$ cat src/rtl/score_keeper_if.sv
// score_keeper_if: game-event inputs and score/status outputs of score_keeper.
interface score_keeper_if #(
    parameter int DIGITS = 4
) ();
    logic                  tick_in;
    logic                  game_start;
    logic                  game_over;
    logic [4*DIGITS-1:0]   score_bcd;
    logic [4*DIGITS-1:0]   high_score_bcd;
    logic                  running;
    logic                  new_high;

    modport master (
        output tick_in, game_start, game_over,
        input  score_bcd, high_score_bcd, running, new_high
    );

    modport slave (
        input  tick_in, game_start, game_over,
        output score_bcd, high_score_bcd, running, new_high
    );
endinterface

$ cat src/rtl/score_keeper.sv
// score_keeper: turns divided-clock ticks into a BCD score, tracks the high score, runs the game FSM.
// Define SCORE_SATURATE_EN to hold the score at all nines instead of wrapping to zero.
module score_keeper #(
    parameter int DIGITS          = 4,
    parameter int TICKS_PER_POINT = 1
) (
    input  logic          sysclk,
    input  logic          reset,
    score_keeper_if.slave bus
);
    localparam int         SW       = 4 * DIGITS;
    localparam logic [7:0] PRE_LAST = 8'(TICKS_PER_POINT - 1);

    typedef enum logic [1:0] {S_IDLE, S_RUNNING, S_OVER} state_t;

    state_t        r_state;
    state_t        w_state_nxt;
    logic          r_tick_q;
    logic [7:0]    r_prescale;
    logic [SW-1:0] r_score;
    logic [SW-1:0] r_high;
    logic          r_new_high;

    logic          w_tick_rise;
    logic          w_clear;
    logic          w_tick_adv;
    logic          w_point_inc;
    logic          w_capture;
    logic          w_running;

    function automatic logic [SW-1:0] bcd_inc(input logic [SW-1:0] v);
        logic [SW-1:0] res;
        logic          carry;
        res   = v;
        carry = 1'b1;
        for (int d = 0; d < DIGITS; d++) begin
            if (carry) begin
                if (v[4*d +: 4] == 4'd9) begin
                    res[4*d +: 4] = 4'd0;
                end else begin
                    res[4*d +: 4] = v[4*d +: 4] + 4'd1;
                    carry         = 1'b0;
                end
            end
        end
`ifdef SCORE_SATURATE_EN
        // A carry out of the top digit means every digit was 9.
        if (carry) res = v;
`endif
        return res;
    endfunction

    assign w_tick_rise = bus.tick_in & ~r_tick_q;

    always_ff @(posedge sysclk or posedge reset) begin
        if (reset) begin
            r_state <= S_IDLE;
        end else begin
            r_state <= w_state_nxt;
        end
    end

    always_comb begin
        w_state_nxt = r_state;
        w_clear     = 1'b0;
        w_tick_adv  = 1'b0;
        w_point_inc = 1'b0;
        w_capture   = 1'b0;
        w_running   = 1'b0;
        case (r_state)
            S_IDLE, S_OVER: begin
                if (bus.game_start) begin
                    w_clear     = 1'b1;
                    w_state_nxt = S_RUNNING;
                end
            end
            S_RUNNING: begin
                w_running = 1'b1;
                // game_over pre-empts a same-cycle tick, so the compare sees the un-incremented score.
                if (bus.game_over) begin
                    w_state_nxt = S_OVER;
                    w_capture   = (r_score > r_high);
                end else if (w_tick_rise) begin
                    w_tick_adv  = 1'b1;
                    w_point_inc = (r_prescale == PRE_LAST);
                end
            end
            default: w_state_nxt = S_IDLE;
        endcase
    end

    always_ff @(posedge sysclk or posedge reset) begin
        if (reset) begin
            r_tick_q   <= 1'b1;
            r_prescale <= 8'd0;
            r_score    <= '0;
            r_high     <= '0;
            r_new_high <= 1'b0;
        end else begin
            r_tick_q <= bus.tick_in;
            if (w_clear) begin
                r_score    <= '0;
                r_prescale <= 8'd0;
                r_new_high <= 1'b0;
            end else begin
                if (w_tick_adv) begin
                    r_prescale <= w_point_inc ? 8'd0 : r_prescale + 8'd1;
                end
                if (w_point_inc) begin
                    r_score <= bcd_inc(r_score);
                end
                if (w_capture) begin
                    r_high     <= r_score;
                    r_new_high <= 1'b1;
                end
            end
        end
    end

    assign bus.score_bcd      = r_score;
    assign bus.high_score_bcd = r_high;
    assign bus.running        = w_running;
    assign bus.new_high       = r_new_high;
endmodule

$ cat src/flat_wrapper.sv
// flat-port wrapper written by rule: the top's interface ports become plain ports
module score_keeper_flat 
#(
    parameter int DIGITS          = 4,
    parameter int TICKS_PER_POINT = 1
)
  (sysclk, reset, bus_tick_in, bus_game_start, bus_game_over, bus_score_bcd, bus_high_score_bcd, bus_running, bus_new_high);
  score_keeper_if #(.DIGITS(DIGITS)) bus_i ();
  input  logic sysclk;
  input  logic reset;
  input wire logic [$bits(bus_i.tick_in)-1:0] bus_tick_in;
  input wire logic [$bits(bus_i.game_start)-1:0] bus_game_start;
  input wire logic [$bits(bus_i.game_over)-1:0] bus_game_over;
  output wire logic [$bits(bus_i.score_bcd)-1:0] bus_score_bcd;
  output wire logic [$bits(bus_i.high_score_bcd)-1:0] bus_high_score_bcd;
  output wire logic [$bits(bus_i.running)-1:0] bus_running;
  output wire logic [$bits(bus_i.new_high)-1:0] bus_new_high;
  assign bus_i.tick_in = bus_tick_in;
  assign bus_i.game_start = bus_game_start;
  assign bus_i.game_over = bus_game_over;
  assign bus_score_bcd = bus_i.score_bcd;
  assign bus_high_score_bcd = bus_i.high_score_bcd;
  assign bus_running = bus_i.running;
  assign bus_new_high = bus_i.new_high;
  score_keeper #(.DIGITS(DIGITS), .TICKS_PER_POINT(TICKS_PER_POINT)) u_core (.sysclk(sysclk), .reset(reset), .bus(bus_i));
endmodule
$ cat config.mk
export PLATFORM = sky130hd
export DESIGN_NAME = score_keeper_flat
export DESIGN_NICKNAME = d
export VERILOG_FILES = /design/src/rtl/score_keeper_if.sv /design/src/rtl/score_keeper.sv /design/src/flat_wrapper.sv
export SDC_FILE = /design/constraint.sdc
export NUM_CORES = 1
export LEC_CHECK = 0
export CORE_UTILIZATION = 30
export CTS_CLUSTER_DIAMETER = 30
export DETAILED_ROUTE_END_ITERATION = 12
export GPL_TIMING_DRIVEN = 0
export SYNTH_ARGS = -nofsm -noshare
export SYNTH_HDL_FRONTEND = slang
export SYNTH_SLANG_ARGS = --single-unit
$ cat constraint.sdc
create_clock -name sysclk -period 2.6 [get_ports sysclk]
set_input_delay 0.78 -clock sysclk [delete_from_list [all_inputs] [get_ports sysclk]]
set_output_delay 0.78 -clock sysclk [all_outputs]
set_load 0.01 [all_outputs]
After elaboration in Yosys (flattened, before gate mapping)
Cells that the tools add are included.
Widths: inputs -> output; s select.
- flip-flop bits (word level): 44
- input bits: 5
- output and inout bits: 34
- word-level logic and storage cells: 79
- $add $sub $neg: 5
- order comparisons: 1
- eq/ne operators: 8
- multiplexer cells: 39
- bitwise logic cells: 3
- reductions and logical operators: 14
- operators by type and width (cell ; count):
    $mux 16 ; 2
    $mux 4 ; 7
    $mux 1 ; 24
    $mux 8 ; 3
    $add 4x1->4 const B ; 4
    $eq 4x4->1 const B ; 4
    $gt 16x16->1 ; 1
    $reduce_bool 2->1 ; 6
    $reduce_and 2->1 ; 5
    $add 8x1->8 const B ; 1
    $logic_not 8->1 ; 1
    $mux 2 ; 2
    $ne 2x2->1 const B ; 2
    $pmux 2 s2 ; 1
    $eq 2x1->1 const B ; 1
    $eq 2x2->1 const B ; 1
    $logic_not 2->1 ; 1
    $not 1->1 ; 2
    $reduce_or 2->1 ; 1
    $and 1x1->1 ; 1

Logic depth before layout (Yosys ltp)
- depth after elaboration: 16
- depth in mapped cells: 9
- depth with buffers taken out: 7

Worst setup path before layout
Ideal clock, no wire load.
- path kind: reg-to-reg
- start point: reg u_core.r_high[15] (netlist: u_core.bus.high_score_bcd[15])
- end point: reg u_core.r_high[5] (netlist: u_core.bus.high_score_bcd[5])
- library setup time: 131 ps
- data arrival time: 1996 ps
- required time: 2469 ps
- slack: 473 ps
- stages on the path, launching flop included: 9
- clock period less this slack: 2127 ps
- cells stage by stage: dfrtp_1 > inv_1 > ha_1 > nand4_4 > o21bai_1 > clkbuf_1 > nor4_1 > a32oi_1 > o31ai_1
- longest elaborated chain between the ends: 4
- ends and longest elaborated chain (what ; line ; text):
    start, declared ; score_keeper.sv:21 ; logic [SW-1:0] r_high;
    start signal, assigned ; score_keeper.sv:113 ; r_high <= r_score;
    $gt 16x16->1 ; score_keeper.sv:82 ; w_capture = (r_score > r_high);
    $mux 1 ; score_keeper.sv:80 ; if (bus.game_over) begin
    $mux 1 ; score_keeper.sv:70 ; case (r_state)
    $reduce_and 2->1 (no source line) ; - ;
No other way between the ends.
A chain may end at the register's enable or synchronous reset.

Final worst setup path
- start point: in bus_game_start
- end point: reg u_core.r_score[1] (netlist: u_core.bus.score_bcd[1])
- longest elaborated chain between the ends: 3
- ends and longest elaborated chain (what ; line ; text):
    start, declared ; flat_wrapper.sv:12 ; input wire logic [$bits(bus_i.game_start)-1:0] bus_game_start;
    $mux 1 (*) ; score_keeper.sv:72 ; if (bus.game_start) begin
    $mux 1 (*) ; score_keeper.sv:70 ;
    $mux 16 or $reduce_bool 2->1 (tied branches) ; - ;
    end signal, assigned ; score_keeper.sv:110 ; r_score <= bcd_inc(r_score);
    end, declared ; score_keeper.sv:20 ; logic [SW-1:0] r_score;
Every way passes the cells marked *; elsewhere a longest branch is shown, timed or not.

==> impl_metrics.tcl <==
set metrics [dict create \
    post_synth_fa_ha_maj_area_fraction 0.0809 \
    std_cell_rows 34 \
    cell_with_the_most_instances_on_the_worst_path "a21oi_1" \
    synth.distinct_cells 53 \
    synth-compound-area-share 0.215 \
    globalRoute.totalOverflow 0 \
    totalWireLength_um 7420 \
    ys_warn_count 0 \
    insertion_delay_ns 0.30 \
    seq_area_frac_synth 0.396 \
    drt-initial-drc-count 111 \
    cts.hold.buffers_added 0 \
    power.sequential.fraction 0.407 \
    cell_internal_pwr_mw 1.50 \
    finalCritPeriodShare 0.955 \
    placed_area_um2 3330 \
    period_minus_slack_ns 2.48 \
    synth_area_per_cell_um2 9.34 \
    leakagePower_nw 1.51 \
    final_critical_path_setup_slack_ns 0.118 \
    die_h_um 98.3 \
    timing_max_transition_violations_final 0 \
    synthTopCellsByArea "dfrtp_1 39%, ha_1 8.1%, a32oi_1 5.0%, inv_1 4.9%, o31ai_1 4.3%" \
    grt_pass1_vias 2514 \
    place.detailed.hpwl_um 5370 \
    critPathSlowestCell "clkdlybuf4s50_1" \
    fmax_ghz 0.403 \
    finish.utilization 0.393 \
    worst_setup_hold_path_clk_slew_ns 0.09 \
    grt_first_pass_wirelength_um 12400 \
    critical-path-max-stage-delay_ns 0.50 \
    area_fraction_in_and_or_nand_and_nor_cells_after_synthesis 0.209 \
    worst_hold_path_type "reg -> reg" \
    htree_levels 2 \
    fill_cells 903 \
    power.density_nw_per_um2 702 \
    clockRootBuffer "clkbuf_8" \
    antenna_violations_before_repair 0 \
    totalPowerFinal_mw 2.44 \
    p_switching_mw 0.940 \
    worst-r2r-setup-slack_ns 0.16 \
    layout-area-overhead-vs-synth_pct 25.0 \
    cp-end-kind "register" \
    fin_tns_setup_ns 0 \
    detail_route.first_pass.iterations 8 \
    pwr-share-comb 0.376 \
    worst_clock_skew_ns 0.00515 \
    synth-edff-count 0 \
    violations "DRC" \
    detail_route.wl_per_cell_um 16.3 \
    sequence_of_cells_on_the_critical_path "clkdlybuf4s50_1, nor2b_1, clkbuf_4, a21oi_1, buf_2, or3_4, a211o_1, a21oi_1" \
    synth.area.mux_share 0.00360 \
    antenna_violating_nets_post_route 0 \
    drt_drc_violations_left 1 \
    die_area_um2 9660 \
    cts_made_buffers 5 \
    synthCells 298 \
    synthesized_nets 321 \
    synth_top_area_cell "dfrtp_1" \
    largest_family_of_logic_cells_by_synthesized_area "compound AO/OA/AOI/OAI gates" \
    num_io_pins 39 \
    critical_path_peak_fanout 10 \
    critical_path_required_ns 2.82 \
    pre_cts_slack_ns -0.226 \
    ys_ff_latch 44 \
    grt_start_max_net_pins 24 \
    gp_congestion 0.845 \
    post-synth-top-area-fraction 0.387 \
    core_region_area_um2 8850 \
    drive_gt1_frac 0.101 \
    rsz0062_at_grt "false" \
    antennaDiodeCount 0 \
    fp.dieW_um 98.3 \
    netSwitchingFraction 0.385 \
    timing_worst_setup_path_type "in -> reg" \
    summed_area_of_non_filler_cells_in_the_final_layout_um2 3480 \
    setup_viol_count_final 0 \
    critical_path_arrival_ns 2.70 \
    clock_power_share 0.217 \
    ys_async_sr_fraction 1.00 \
    synth.cell_area_um2 2780 \
    initial_core_util 0.314 \
    clk_path_buf_depth 2 \
    timing.max_cap.violations 0 \
    route.detailed.vias_per_inst 5.53 \
    ys_dominant_reg_cell "dfrtp_1" \
    timing.critical_path.buf_inv 3 \
    power.ir.vdd_worst_uv 309 \
    tightest_slew_ns 0.689 \
    number_of_hold_slack_violations_in_the_final_timing_report 0 \
    tritoncts "built" \
    max-slew-margin-rel 0.540 \
    grt_util_all_layers 0.160 \
    status "complete, but fails checks" \
    post_synth_xor_area_fraction 0.0220 \
    place.port_buffers 38 \
    clock_sink_count 44 \
    final_net_count 369 \
    detailroute.via_count 2514 \
    critical_path.startpoint_type "input pin" \
    path_delay_family "buffers and inverters" \
]
==> per-layer routing <==
metal | wire length (µm) | global-route usage | up-vias
met4 | 76 | 0.0425 | 0
li1 | - | - | 1213
met3 | 247 | 0.0279 | 6
met1 | 3610 | 0.219 | 1249
met2 | 3480 | 0.261 | 46
met5 | 0 | 0 | -
==> layout make-up <==
class                   instances  area (µm²)  area share
multi-input cells             204        1500       0.431
flip-flops and latches         44        1100       0.317
repair buffers                 41         423       0.122
inverters                      36         135      0.0388
well taps                     108         135      0.0388
plain buffers                  14        75.1      0.0216
clock buffers                   6        72.6      0.0209
clock inverters                 2        35.0      0.0101
==> cells in the mapped netlist, types with 5 or more instances <==
| master | instances |
|---|---|
| o21ai_0 | 13 |
| a32oi_1 | 16 |
| ha_1 | 18 |
| nor2_1 | 15 |
| clkbuf_1 | 8 |
| nand2_1 | 20 |
| o31ai_1 | 16 |
| nor4_1 | 15 |
| nand4_1 | 5 |
| nor2b_1 | 5 |
| inv_1 | 36 |
| a21oi_1 | 16 |
| nand3_1 | 5 |
| dfrtp_1 | 43 |
==> layout by cell type (no fill, tap or decap), types with 2 or more instances in the layout <==
cell,n
dfrtp_1,42
clkdlybuf4s50_1,38
inv_1,35
nand2_1,20
ha_1,18
a21oi_1,16
a32oi_1,16
o31ai_1,16
nor4_1,15
nor2_1,14
o21ai_0,13
clkbuf_1,8
nor2b_1,5
nand4_1,5
nand3_1,5
clkbuf_8,5
nand2b_1,4
xor2_1,4
nor3_1,4
o41ai_1,4
nor4_4,3
and3_1,3
a21o_1,3
xnor2_1,3
a31oi_1,2
or3_4,2
buf_6,2
clkbuf_2,2
o22ai_1,2
or3_1,2
o311ai_0,2
buf_4,2
==> power groups by stage <==
stage	registers [mW]	logic (mW)	clock network [mW]
2_1_floorplan	0.999	0.504	0
3_3_place_gp	1.00	0.882	0
3_5_place_dp	1.00	0.902	0
4_1_cts	0.992	0.909	0.543
5_1_grt	1.03	1.02	0.570
6_report	0.994	0.918	0.531
==> registers in the layout, indices dropped and copies added, names as in the netlist <==
name and cells:
u_core.r_state 2, u_core.r_tick_q 1, u_core.bus.new_high 1, u_core.r_prescale 8, u_core.bus.high_score_bcd 16, u_core.bus.score_bcd 16
==> final timing paths <==
check,startpoint,cells past startpoint,end
hold reg to reg,u_core.bus.new_high,2,u_core.bus.new_high
max in group asynchronous,reset,3,u_core.bus.high_score_bcd[5]
hold / removal,u_core.bus.new_high,2,u_core.bus.new_high
setup / recovery,bus_game_start,8,u_core.bus.score_bcd[1]
min in group asynchronous,reset,2,u_core.bus.high_score_bcd[6]
setup reg to reg,u_core.bus.high_score_bcd[6],9,u_core.bus.high_score_bcd[14]
==> what timing repair did <==
action / 4_1_cts / 5_1_grt
resized for setup: 0 / 10
endpoints found under the hold margin: 0 / 0
endpoints found under the setup margin: 0 / 20
setup buffers: 0 / 2
==> cell families after synthesis <==
kind of cell    count (synthesis)
compound gates                 85
xor+xnor                        7
fa+ha+maj                      18
buf+inv                        50
flops                          44
mux                             1
simple gates                   93
==> metrics by stage <==
stage	cells	hold WS [ns]
floorplan	298	0.475
global placement	444	0.482
detailed placement	445	0.483
CTS	453	0.505
global route	455	0.516
finish	455	0.505
==> worst reg2reg max path: stages (launching register included) <==
cell	delay (ns)
dfrtp_1	0.42
inv_1	0.08
ha_1	0.30
nand4_1	0.17
nor4_4	0.45
o21ai_4	0.18
and3_1	0.22
buf_6	0.14
buf_6	0.14
o31ai_1	0.24
(Power assumes the default switching activity.)
